==> src/rtl/rca_seq_adder_pkg.sv <==
// Shared constants and types for the nibble-serial ripple-carry adder.
// The counter-width helper keeps a 1-bit counter even for a single-slice build.
package rca_seq_adder_pkg;

  localparam int NIBBLE_W = 4;

  typedef enum logic [1:0] {
    ST_IDLE = 2'd0,
    ST_ADD  = 2'd1,
    ST_DONE = 2'd2
  } state_t;

  function automatic int cnt_width(input int nibbles);
    int w;
    w = $clog2(nibbles);
    return (w < 1) ? 1 : w;
  endfunction

endpackage

==> src/rtl/rca_seq_adder_rca4bit.sv <==
// Existing 4-bit ripple-carry adder slice, purely combinational.
// The carry chain is built from four full-adder cells.
module RCA4Bit (
  input  logic [3:0] a,
  input  logic [3:0] b,
  input  logic       c_in,
  output logic [3:0] sum,
  output logic       c_out
);

  logic [4:0] carry;

  assign carry[0] = c_in;

  for (genvar i = 0; i < 4; i++) begin : g_fa
    assign sum[i]       = a[i] ^ b[i] ^ carry[i];
    assign carry[i + 1] = (a[i] & b[i]) | (carry[i] & (a[i] ^ b[i]));
  end

  assign c_out = carry[4];

endmodule

==> src/rtl/rca_seq_adder.sv <==
// Multi-cycle wide adder: one 4-bit RCA time-shared over NIBBLES slices, LSB first,
// with the carry chained through a register and valid/ready handshakes on both sides.
module rca_seq_adder
  import rca_seq_adder_pkg::*;
#(
  parameter int NIBBLES = 4
) (
  input  logic                      clk,
  input  logic                      rst,
  input  logic                      in_valid,
  output logic                      in_ready,
  input  logic [NIBBLE_W*NIBBLES-1:0] a,
  input  logic [NIBBLE_W*NIBBLES-1:0] b,
  input  logic                      c_in,
  output logic                      out_valid,
  input  logic                      out_ready,
  output logic [NIBBLE_W*NIBBLES-1:0] sum,
  output logic                      c_out,
  output logic                      busy
);

  localparam int W  = NIBBLE_W * NIBBLES;
  localparam int CW = cnt_width(NIBBLES);
  localparam logic [CW-1:0] LAST_CNT = CW'(NIBBLES - 1);

  state_t          state_q, state_d;
  logic [CW-1:0]   cnt_q;
  logic [W-1:0]    opa_q, opb_q;
  logic            carry_q;
  logic [W-1:0]    sum_q;
  logic            cout_q;

  logic [NIBBLE_W-1:0] slice_sum;
  logic                slice_cout;
  logic [W+NIBBLE_W-1:0] sum_shift;

  RCA4Bit u_rca (
    .a     (opa_q[NIBBLE_W-1:0]),
    .b     (opb_q[NIBBLE_W-1:0]),
    .c_in  (carry_q),
    .sum   (slice_sum),
    .c_out (slice_cout)
  );

  // New slice enters at the MSB end; after NIBBLES shifts slice 0 lands at [3:0].
  assign sum_shift = {slice_sum, sum_q};

  always_comb begin
    state_d = state_q;
    case (state_q)
      ST_IDLE: if (in_valid)            state_d = ST_ADD;
      ST_ADD:  if (cnt_q == LAST_CNT)   state_d = ST_DONE;
      ST_DONE: if (out_ready)           state_d = ST_IDLE;
      default:                          state_d = ST_IDLE;
    endcase
  end

  always_ff @(posedge clk) begin
    if (rst) begin
      state_q <= ST_IDLE;
      cnt_q   <= '0;
      opa_q   <= '0;
      opb_q   <= '0;
      carry_q <= 1'b0;
      sum_q   <= '0;
      cout_q  <= 1'b0;
    end else begin
      state_q <= state_d;
      case (state_q)
        ST_IDLE: begin
          if (in_valid) begin
            opa_q   <= a;
            opb_q   <= b;
            carry_q <= c_in;
            cnt_q   <= '0;
          end
        end
        ST_ADD: begin
          sum_q   <= sum_shift[W+NIBBLE_W-1:NIBBLE_W];
          cout_q  <= slice_cout;
          carry_q <= slice_cout;
          opa_q   <= opa_q >> NIBBLE_W;
          opb_q   <= opb_q >> NIBBLE_W;
          cnt_q   <= cnt_q + CW'(1);
        end
        default: ;
      endcase
    end
  end

  // Handshake outputs decode registered state only.
  assign in_ready  = (state_q == ST_IDLE);
  assign out_valid = (state_q == ST_DONE);
  assign busy      = (state_q == ST_ADD) || (state_q == ST_DONE);
  assign sum       = sum_q;
  assign c_out     = cout_q;

endmodule
==> config.mk <==
export PLATFORM = sky130hd
export DESIGN_NAME = rca_seq_adder
export DESIGN_NICKNAME = d
export VERILOG_FILES = /design/src/rtl/rca_seq_adder_pkg.sv /design/src/rtl/rca_seq_adder_rca4bit.sv /design/src/rtl/rca_seq_adder.sv
export SDC_FILE = /design/constraint.sdc
export NUM_CORES = 1
export LEC_CHECK = 0
export CAP_MARGIN = 5
export CORE_MARGIN = 3
export CORE_UTILIZATION = 30
export CTS_BUF_LIST = sky130_fd_sc_hd__clkbuf_2 sky130_fd_sc_hd__clkbuf_4 sky130_fd_sc_hd__clkbuf_8
export DETAILED_ROUTE_END_ITERATION = 6
export SLEW_MARGIN = 5
export SYNTH_ARGS = -nofsm -noshare
export SYNTH_HDL_FRONTEND = slang
export SYNTH_SLANG_ARGS = --single-unit
==> constraint.sdc <==
create_clock -name clk -period 4.53 [get_ports clk]
set_input_delay 1.359 -clock clk [delete_from_list [all_inputs] [get_ports clk]]
set_output_delay 1.359 -clock clk [all_outputs]
set_load 0.01 [all_outputs]
=== Word-level counts from Yosys, hierarchy flattened ===
Cells that the tools add are included.

* Add/sub/neg operators: 1
* Equal/unequal tests: 6
* Multiplexer cells: 12
* Bitwise logic cells: 20
* Reductions and logical operators: 5

{| class="wikitable"
|+ Operator list
! kind !! count
|-
| one-hot mux 16 bit (2 select lines) || 2
|-
| two-way mux 16 bit || 2
|-
| bitwise AND 1 bit || 8
|-
| two-way mux 2 bit || 4
|-
| bitwise XOR 1 bit || 8
|-
| one-hot mux 2 bit (3 select lines) || 1
|-
| equality test 2 bit, second input constant || 2
|-
| != test 2 bit, second input constant || 2
|-
| bitwise OR 1 bit || 4
|-
| one-hot mux 2 bit (2 select lines) || 1
|-
| AND reduction 3 bit || 1
|-
| adder 2 x 1 -> 2 bit, second input constant || 1
|-
| equality test 2 x 1 -> 1 bit, second input constant || 1
|-
| zero test 2 bit || 1
|-
| != test 2 x 1 -> 1 bit, second input constant || 1
|-
| one-hot mux 1 bit (2 select lines) || 1
|-
| AND reduction 2 bit || 1
|-
| nonzero test 2 bit || 1
|-
| logical OR 1 bit || 1
|-
| two-way mux 1 bit || 1
|}

* Register bits: 54
* Input bits: 37
* Logic and storage cells: 51

=== Longest topological paths before layout ===
* Depth after elaboration: 10
* Mapped depth: 10
* Mapped depth without buffers: 10

=== Hierarchy ===
Synthesis repeated with hierarchy kept, for this count alone.

* Cell total of the unflattened synthesis: 243
* Area, all modules: 2,561.2 um^2

{| class="wikitable"
|+ By module, submodules not included
! module !! times used !! cells each !! area each (um^2) !! seq. area each (um^2)
|-
| rca_seq_adder || 1 || 229 || 2,443.6 || 1,081.0
|-
| RCA4Bit || 1 || 14 || 117.6 || 0.0
|}

=== Worst setup path after synthesis ===
Ideal clock, no wire load.

* Kind: input to register
* From: input rst
* To: register opa_q[0]
* Setup time: 0.146 ns
* Arrival time: 2.000 ns
* Required time: 4.384 ns
* Setup slack: 2.384 ns
* Stages: 3
* Buffers on the path: 2
* Path through: buf_2 -> clkbuf_1 -> a211oi_2

{| class="wikitable"
|+ RTL lines
! item !! line !! RTL
|-
| start, declared || rca_seq_adder.sv:9 || <nowiki>input logic rst,</nowiki>
|-
| end signal, assigned || rca_seq_adder.sv:82 || <nowiki>opa_q <= opa_q >> NIBBLE_W;</nowiki>
|-
| end, declared || rca_seq_adder.sv:28 || <nowiki>logic [W-1:0] opa_q, opb_q;</nowiki>
|}

No word-level cell between the ends.

=== Worst setup path after layout ===
* From: register state_q[0]
* To: output in_ready

* Longest elaborated chain between the ends: 1

{| class="wikitable"
|+ Ends and longest elaborated chain
! item !! line !! RTL
|-
| start, declared || rca_seq_adder.sv:26 || <nowiki>state_t state_q, state_d;</nowiki>
|-
| start signal, assigned || rca_seq_adder.sv:68 || <nowiki>state_q <= state_d;</nowiki>
|-
| zero test 2 bit || rca_seq_adder.sv:92 || <nowiki>assign in_ready = (state_q == ST_IDLE);</nowiki>
|-
| end, declared || rca_seq_adder.sv:11 || <nowiki>output logic in_ready,</nowiki>
|}

Every way passes these cells.

==> out/qor.log <==
qor: timing.slew_viol_final 0
qor: cells_and_area.layout_commonest_cell clkdlybuf4s50_1
qor: critical_path.cp_data_arrival_time 2000 ps
qor: place.numPortBuffers 56
qor: power_and_ir_drop.total_power 1.83 mW
qor: timing.max_freq 298 MHz
qor: route.initialDrtViolationCount 73
qor: cells_and_area.layout.cell_area.non_filler 3270 sq um
qor: floorplan.floorplan.core_area 8300 sq um
qor: critical_path.critical_path.endpoint_type output pin
qor: timing.timing.final.crit_period 3360 ps
qor: yosys.synthesis.nets 297
qor: floorplan.area_of_the_die 9810 sq um
qor: clock_tree.clock_pin_slew_of_the_registers_on_the_worst_case_setup_and_hold_paths 100 ps
qor: global_routing.grt_max_degree 53
qor: place.place.detailed.instances 393
qor: hold_path.hold_path.startpoint cnt_q[0]
qor: timing.fin_ws 1170 ps
qor: cells_and_area.area_delta_synth_final 25.9%
qor: timing.slew_limit_headroom 46.7%
qor: yosys.seq_total_area_yosys 41.6%
qor: route.detail_route.wirelength 5.41 mm
qor: power_and_ir_drop.power.clock.fraction 18.1%
qor: cells_and_area.net_count_of_the_finished_layout 340
qor: critical_path.cp.required 3170 ps
qor: cells_and_area.antenna_diode_count 0
qor: place.gp_routability_congestion 0.687
qor: critical_path.setup_slack_reg_to_reg 2330 ps
qor: yosys.avgSynthCellArea 10.3 sq um
qor: clock_tree.clockRootBuffer clkbuf_8
qor: clock_tree.tritoncts built
qor: yosys.yosysWarningCount 0
qor: place.dpl_worst_slack 1430 ps
qor: critical_path.critPathKind reg2out
qor: critical_path.r2r_end sum[15]
qor: cells_and_area.utilization 39.4%
qor: floorplan.dieHeight 99.0 microns
qor: timing.max_slew.worst_pin.slew 800 ps
qor: clock_tree.cts_hold_repair.buffers 0
qor: critical_path.worst-path-max-fanout 20
qor: timing.fin_hold_ws 472 ps
qor: clock_tree.h_tree_levels 2
qor: global_routing.grt_antenna_before_repair 0
qor: route.first_pass_iters 4
qor: route.routed-via-count 1859
qor: power_and_ir_drop.share_seq_of_total_power 36.6%
qor: yosys.synth.distinct_cells 29
qor: global_routing.vias_in_the_first_global_route 1828
qor: cells_and_area.finalNonFillerCells 401
qor: critical_path.r2r_cells 8
qor: clock_tree.clock_sinks 54
qor: place.post_dp_hpwl 3.86 mm
qor: power_and_ir_drop.switching_share 37.0%
qor: timing.timing_hold_violations_final 0
qor: route.detail-route-antenna-nets 0
qor: run.max_cap_violations 0
qor: power_and_ir_drop.p_per_area 559 nW/um^2
qor: timing.finalClockSkew 7.76 ps
qor: timing.setup_total_negative_slack 0 ps
qor: timing.timing.final.crit_share 74.2%
qor: outcome.result_of_the_run finished clean
qor: power_and_ir_drop.max_ir_drop_vdd 0.000215 V
qor: hold_path.min_to cnt_q[0]
qor: yosys.count_of_mapped_cells_out_of_synthesis 252
qor: clock_tree.postCtsResizedCells 0
qor: power_and_ir_drop.leakagePower 1.16 nW
qor: yosys.syn-cell-area 2600 sq um
qor: hold_path.hp-class reg2reg
qor: timing.grt_setup_unrepaired no
qor: floorplan.number_of_placement_rows 33
qor: route.wl_per_cell 13.5 microns
qor: power_and_ir_drop.comb_power_share 45.3%
qor: clock_tree.buffers_inserted_by_post_cts_timing_repair 0
qor: timing.timing.final.setup_violations 0
qor: global_routing.grt_pass1_wl 9.05 mm
qor: clock_tree.clkLatencyLatePin 300 ps
qor: cells_and_area.drive_gt1_share 13.2%
qor: hold_path.worstHoldPathCells 2
qor: critical_path.startpoint_kind_of_the_worst_setup_timing_path register
qor: global_routing.track_usage 11.4%
qor: floorplan.die_w 99.0 microns
qor: cells_and_area.mostFrequentLayoutCells clkdlybuf4s50_1 (55), dfxtp_1 (54), nor2_1 (43)
qor: floorplan.initial_util 31.3%
qor: critical_path.critical_path.reg2reg.startpoint opa_q[0]
qor: yosys.synth.ff_latch_count 54
qor: floorplan.num_io_pins 57
qor: global_routing.grt_remaining_overflow 0
qor: clock_tree.cts.path.max_buffers 2
qor: route.vias_per_cell 4.64
qor: power_and_ir_drop.switchingPower 676 uW
qor: clock_tree.cts_made_buffers 5
qor: place.detailed_place.area 3150 sq um
qor: route.drt_drc_violations_left 0
qor: power_and_ir_drop.p_int 1.15 mW
-- cells in the mapped netlist --
cell type	n	area (sq um)
a211oi_1	3	22.5
a211oi_2	25	313
a21oi_1	2	10.0
a32oi_1	1	8.76
and3_1	1	6.26
buf_1	2	7.51
buf_2	6	30.0
buf_4	2	15.0
buf_6	6	67.6
clkbuf_1	5	18.8
clkbuf_4	1	7.51
dfxtp_1	54	1080
fa_1	4	80.1
ha_1	4	50.1
inv_1	17	63.8
mux2_4	1	15.0
mux2i_1	40	400
nand2_1	2	7.51
nand2b_1	3	18.8
nand3_1	7	35.0
nand3b_1	1	7.51
nand4_1	2	12.5
nand4b_1	1	8.76
nor2_1	43	161
nor2b_1	2	12.5
o21a_1	7	52.6
o31ai_1	2	15.0
o32ai_1	7	61.3
or2_2	1	6.26
-- worst max-delay path by stage --
stage,start,cells past startpoint,slack [ps],end
2_1_floorplan,rst,3,2380,opa_q[0]
5_1_grt,state_q[0],3,1050,in_ready
3_3_place_gp,in_valid,4,1490,opb_q[0]
4_1_cts,state_q[1],3,1150,in_ready
6_report,state_q[0],3,1170,in_ready
3_5_place_dp,in_valid,4,1430,opb_q[8]
-- flip-flops by register name, indices dropped and copies added, names as in the netlist --
name / count
c_out: 1
carry_q: 1
cnt_q: 2
opa_q: 16
opb_q: 16
state_q: 2
sum: 16
-- final cells by class --
cell class	instances	area, sq um
fill	841	5030
multi-input combinational	159	1310
sequential	54	1080
timing repair buffer	58	571
tap	105	131
clock buffer	7	83.8
inverter	17	63.8
clock inverter	1	30.0
-- worst max-delay path, stage by stage, from the launching register on --
cell	delay, ps
dfxtp_1	320
inv_1	100
ha_1	610
clkdlybuf4s50_1	660
-- metal layers --
| metal | part of all wire [%] | up-vias | GRT usage [%] |
|---|---|---|---|
| met5 | 0 | - | 0 |
| met4 | 0.57 | 0 | 3.15 |
| met3 | 3.2 | 4 | 2.48 |
| met2 | 48 | 31 | 17.5 |
| met1 | 49 | 863 | 16.2 |
| li1 | - | 961 | - |
-- cell families after synthesis --
kind of cell	after synthesis	share of synthesized area [%]
flops	54	41.6
fa+ha+maj	8	5.01
simple gates	63	10.7
buf+inv	39	8.10
compound gates	47	18.6
mux	41	16.0
-- power by group through the flow --
stage / clock network (mW) / registers [mW] / logic (mW)
2_1_floorplan: 0 / 0.670 / 0.690
3_3_place_gp: 0 / 0.677 / 0.822
3_5_place_dp: 0 / 0.682 / 0.834
4_1_cts: 0.343 / 0.671 / 0.836
5_1_grt: 0.367 / 0.687 / 0.913
6_report: 0.331 / 0.669 / 0.827
Note: power is estimated with default switching activity, not from simulation.
==> patch 1 (config.mk and constraints unchanged) <==
`NIBBLES`: 4 -> 2. Comments in the files are not updated.
--- a/src/rtl/rca_seq_adder.sv
+++ b/src/rtl/rca_seq_adder.sv
@@ -4,5 +4,5 @@
   import rca_seq_adder_pkg::*;
 #(
-  parameter int NIBBLES = 4
+  parameter int NIBBLES = 2
 ) (
   input  logic                      clk,
Interface: changed (resized a, b and sum); port bits go from 57 to 33. No check against the original RTL was run, so the function may have changed too.
==> patch 1 against the unedited design <==
  * Power decreased by 55%
  * Design area shrank 45%
  * Via count down 45%
  * Routed wire length decreased by 51%
  * Non-clock buffer count decreased by 25
  * First-iteration DRC count shrank 79%
  * Sequential cell count decreased by 25
  * Count of clock-buffer cells in the layout unchanged
  * Synthesized cell count is 45% lower
  * Worst setup slack better by 0.42 ns
  * Clock power shrank 36%
  * Area after synthesis fell by 48%
  * Register-to-register slack improved by 0.03 ns
==> patch 1: results (changes against the unedited design) <==
| Metric | Value |
|---|---|
| Clock slew at reported path FFs | `0.06 ns (-0.04 ns)` |
| Pre-Repair DR Iteration Count | `4 (unchanged)` |
| Seq/Total Area, Yosys | `43.00% (+1.4 points)` |
| Accumulated negative setup slack | `0 ns (unchanged)` |
| Worst Tran Pin Value | `1.016 ns (+0.2159 ns)` |
| M3 GR Usage | `4.959% (+2.5 points)` |
| Sw Share | `30.66% (-6.4 points)` |
| Filler Cell Count | `411 (-51%)` |
| Initial antenna violation count | `0 (unchanged)` |
| Postcts setup bufs | `0 (unchanged)` |
| Number of synthesized flops with an enable pin | `0 (unchanged)` |
| Storage cell area | `580.6 um^2 (-46%)` |
| Arrival time worst endpoint | `1.59 ns (-0.41 ns)` |
| GP Congestion | `0.6847 (-0.35%)` |
| Adder-cell share of the synthesized area | `8.712% (+3.7 points)` |
| Status | `finished, final reports clean` |
| Ys async rst share | `0% (unchanged)` |
| Synthesized Nets | `167 (-44%)` |
| IO Port Bufs | `32 (-43%)` |
| Routed via count | `1027 (-45%)` |
| CP delay by family, top | `buffers and inverters` |
| Post-synthesis compound-gate area fraction | `11.86% (-6.7 points)` |
| Clock Path Buffers | `2 (unchanged)` |
| Detailed placement HPWL | `1.920 mm (-50%)` |
| N_diodes | `0 (unchanged)` |
| Setup Skew | `0.003793 ns (-0.003967 ns)` |
| DR iter-0 viols | `15 (-79%)` |
| First-pass GRT wire length | `4.422 mm (-51%)` |
| Global Route met2 Usage | `17.08% (-0.43 points)` |
| Min-Delay Path Class | `reg2reg` |
| TritonCTS buffer count | `5 (unchanged)` |
| Dominant combinational cell family by area after synthesis | `simple AND/OR/NAND/NOR gates` |
| Post-synth top cells | `dfxtp_1, nor2_1, mux2i_1` |
| GRT Total Usage | `10.97% (-0.43 points)` |
| Unique masters post-synth | `25 (-14%)` |
| Largest net degree at the start of global routing | `34 (-36%)` |
| Worst VDD drop | `0.1453 mV (-32%)` |
| Yosys warns | `0 (unchanged)` |
| H-Tree Depth | `2 (unchanged)` |
| Final wirelength | `2.627 mm (-51%)` |
| Post-synthesis mux area share | `13.25% (-2.7 points)` |
| Fin nets | `198 (-42%)` |
| Leakage | `0.6741 nW (-42%)` |
| Hold_ws | `0.4563 ns (-0.01591 ns)` |
| Root Buffer | `clkbuf_8` |
| Share of cells above drive strength 1 | `7.647% (-5.5 points)` |
| # resized after CTS | `0 (unchanged)` |
| Worst Path Max Fanout | `6 (-70%)` |
| Post-synthesis xor/xnor area fraction | `0% (unchanged)` |
| Ranking of synthesized cells by area | `dfxtp_1, mux2i_1, a211oi_1, fa_1, nor2_1` |
| Placed cell areas | `0.001692 mm^2 (-46%)` |
| GR Util met1 | `12.38% (-3.8 points)` |
| CP max stage delay | `0.59 ns (-0.07 ns)` |
| R2R setup slack | `2.36 ns (+0.03 ns)` |
| Clk_lat worst skew | `0.27 ns (-0.03 ns)` |
| Critical-path top delay cell | `clkdlybuf4s50_1` |
## patch 1: cell types whose count changed after synthesis, sizes merged, moves of 7 or more
cell    change
nand3b      +7
mux2i      -24
a211oi     -16
dfxtp      -25
buf        -10
o21a        -7
nor2       -24
o32ai       -7
nand3       -7
a21oi       +7
## patch 1: cell families (layout without fill, tap and decap cells)
family | Yosys count | in the layout
multiplexers | 17 | 17
AO/OA/AOI/OAI | 24 | 24
AND/OR/NAND/NOR | 42 | 42
adder cells (fa/ha/maj) | 7 | 7
flip-flops | 29 | 29
buffers and inverters | 20 | 51
## patch 1: layer usage
layer  vias up  share of wire (%)
li1        535                  -
met1       462                 45
met2        28                 48
met3         2                5.3
met4         0                1.4
met5         -                  0
## patch 1: cell type report
| cell class | count | area share (%) |
|---|---|---|
| clock buffer | 7 | 5.056 |
| inverter | 11 | 2.317 |
| multi-input combinational | 90 | 38.13 |
| sequential | 29 | 32.58 |
| tap | 50 | 3.511 |
| timing repair buffer | 33 | 18.40 |
## patch 1: path summary, 6_finish.rpt
path | end | startpoint | depth (start not counted)
worst min-delay path | opb_q[4]$_SDFFE_PP0P_ | opb_q[4]$_SDFFE_PP0P_ | 2
worst max-delay path | in_ready | state_q[1]$_SDFFE_PP0P_ | 3
worst max register to register | sum[7]$_SDFFE_PP0P_ | opa_q[0]$_SDFFE_PP0P_ | 8
worst min register to register | opb_q[4]$_SDFFE_PP0P_ | opb_q[4]$_SDFFE_PP0P_ | 2
## patch 1: per-stage QoR
stage          worst slack [ns]  std cells
6_report                  1.586        220
5_1_grt                   1.505        220
4_1_cts                   1.540        220
3_5_place_dp              1.685        213
3_3_place_gp              1.722        213
2_1_floorplan             2.426        139
## patch 1: power groups by stage
stage | sequential, mW | combinational [mW] | clock [mW]
2_1_floorplan | 0.337 | 0.200 | 0
3_3_place_gp | 0.335 | 0.279 | 0
3_5_place_dp | 0.337 | 0.287 | 0
4_1_cts | 0.332 | 0.288 | 0.221
5_1_grt | 0.338 | 0.316 | 0.234
6_report | 0.331 | 0.283 | 0.212
## patch 1: worst register-to-register path, cell delays in order, from the launching register on
cell and delay, ns:
dfxtp_1 0.32, fa_1 0.41, inv_1 0.07, fa_1 0.15
inv_1 0.05, fa_1 0.36, inv_1 0.08, fa_1 0.40
a211oi_1 0.22
==> patch 2 (same flow settings) <==
Made on the original files. Encoding of `state_t`: now one-hot (3 bits for 3 states).
--- a/src/rtl/rca_seq_adder_pkg.sv
+++ b/src/rtl/rca_seq_adder_pkg.sv
@@ -5,8 +5,8 @@
   localparam int NIBBLE_W = 4;
 
-  typedef enum logic [1:0] {
-    ST_IDLE = 2'd0,
-    ST_ADD  = 2'd1,
-    ST_DONE = 2'd2
+  typedef enum logic [2:0] {
+    ST_IDLE = 3'b001,
+    ST_ADD  = 3'b010,
+    ST_DONE = 3'b100
   } state_t;
 
Check against the original RTL: no difference found for any inputs over 10 cycles, from zero or initial values and one cycle with rst high; not proved beyond that.
==> patch 2 against the unedited design <==
  * Critical path depth is the same
  * Worst setup slack got worse by 0.10 ns
  * Global-route usage up 0.97 points
  * Design area down 11%
  * Synthesized cell count grew 3.2%
  * Routed wire length is 7.2% lower
  * Sequential cell count rose by 1
  * Area after synthesis decreased by 13%
Power is not compared: it rests on default switching activity, and its combinational part moved more than twofold at a synthesized area within 25%.
==> patch 2: results (changes against the unedited design) <==
| Metric | Value |
|---|---|
| Status | `finished, final reports clean` |
| Vias in the first global route | `1913 (+4.6%)` |
| Pre-Repair DR Iteration Count | `4 (unchanged)` |
| DR iter-0 viols | `90 (+23%)` |
| IO Port Bufs | `56 (unchanged)` |
| Post-synth top cells | `dfxtp_1, nand2_1, nor3_1` |
| Hold Path Cell Cnt | `2 (unchanged)` |
| Largest net degree at the start of global routing | `49 (-7.5%)` |
| Yosys warns | `0 (unchanged)` |
| Setup Skew | `0.01113 ns (+0.003367 ns)` |
| DR WL met3 | `403 um (+130%)` |
| Worst VDD drop | `0.1131 mV` |
| R2R setup slack | `2.40 ns (+0.07 ns)` |
| Worst Path Max Fanout | `48 (+140%)` |
| Critical-path top delay cell | `or3b_4` |
| N_diodes | `0 (unchanged)` |
| Wl on met1 | `2.309 mm (-12%)` |
| GP Congestion | `0.6888 (+0.25%)` |
| Postcts setup bufs | `0 (unchanged)` |
| Detailed placement HPWL | `3.223 mm (-17%)` |
| # resized after CTS | `0 (unchanged)` |
| GRT Total Usage | `12.38% (+0.97 points)` |
| Ranking of synthesized cells by area | `dfxtp_1, nor3_1, nand2_1, o22ai_1, a21oi_1` |
| Worst Tran Pin Value | `0.8956 ns (+0.09590 ns)` |
| Arrival time worst endpoint | `2.10 ns (+0.10 ns)` |
| Synthesized Nets | `302 (+1.7%)` |
| Seq/Total Area, Yosys | `48.94% (+7.3 points)` |
| Initial antenna violation count | `0 (unchanged)` |
| Clk_lat worst skew | `0.32 ns (+0.02 ns)` |
| Clock slew at reported path FFs | `0.10 ns (about the same)` |
| Filler Cell Count | `744 (-12%)` |
| First-pass GRT wire length | `8.618 mm (-4.7%)` |
| Unique masters post-synth | `30 (+3.4%)` |
| Vias per inst | `4.799 (+3.5%)` |
| Share of cells above drive strength 1 | `6.623% (-6.6 points)` |
| Met2 routed WL | `2.248 mm (-13%)` |
| WL per Instance | `12.63 um (-6.5%)` |
| Fin nets | `343 (+0.88%)` |
-- patch 2: cell count changes after synthesis, sizes merged, moves of 6 or more --
cell / delta
nand2: +45
nor3: +42
mux2i: -40
nor2: -36
a211oi: -26
o22ai: +24
a21oi: +23
inv: -9
o32ai: -7
nand3: -6
o21a: -6
-- patch 2: per-layer routing --
layer	vias up	global-route usage, %
met3	6	3.737
met4	0	4.084
met2	76	20.54
li1	986	-
met1	842	15.27
met5	-	0
-- patch 2: power by group --
| part | switching [mW] | internal (mW) |
|---|---|---|
| registers | 0.0183 | 0.514 |
| clock network | 0.172 | 0.114 |
| logic | 0.0695 | 0.0728 |
-- patch 2: kinds of logic after synthesis --
family	count (synthesis)	synth area share, %
and+or+nand+nor	109	23.36
DFF	55	48.94
buffers and inverters	32	7.008
AOI/OAI and AO/OA	59	16.57
adders and majority gates	5	4.116
-- patch 2: per-stage QoR --
stage / util [%] / hold WS, ns / cell area (um^2) / setup slack [ns] / std cells
6_report: 41.59 / 0.4569 / 2919 / 1.066 / 398
5_1_grt: 41.59 / 0.4859 / 2919 / 0.9509 / 398
4_1_cts: 41.59 / 0.4620 / 2919 / 1.033 / 398
3_5_place_dp: 40.23 / 0.4466 / 2824 / 1.404 / 390
3_3_place_gp: 40.23 / 0.4419 / 2824 / 1.399 / 390
2_1_floorplan: - / 0.4364 / 2250 / 1.941 / 260
-- patch 2: final timing paths --
| path | startpoint | endpoint |
|---|---|---|
| worst max-delay path | state_q[1]$_SDFFE_PP0P_ | busy |
| worst min-delay path | sum[1]$_SDFFE_PP0P_ | sum[1]$_SDFFE_PP0P_ |
| worst max register to register | opa_q[0]$_SDFFE_PP0P_ | sum[15]$_SDFFE_PP0P_ |
| worst min register to register | sum[1]$_SDFFE_PP0P_ | sum[1]$_SDFFE_PP0P_ |
-- patch 2: area by class of cell --
type | instances | share of cell area (%)
flip-flops and latches | 55 | 37.72
clock buffers | 5 | 2.357
repair buffers | 58 | 19.55
clock inverters | 3 | 0.9001
multi-input cells | 173 | 34.33
well taps | 96 | 4.115
inverters | 8 | 1.029
-- patch 2: critical path: cells and delay by family, from the launching register on --
family                 cells  cell delay (ns)
buffers and inverters      1             0.54
DFF                        1             0.45
and+or+nand+nor            2             0.79
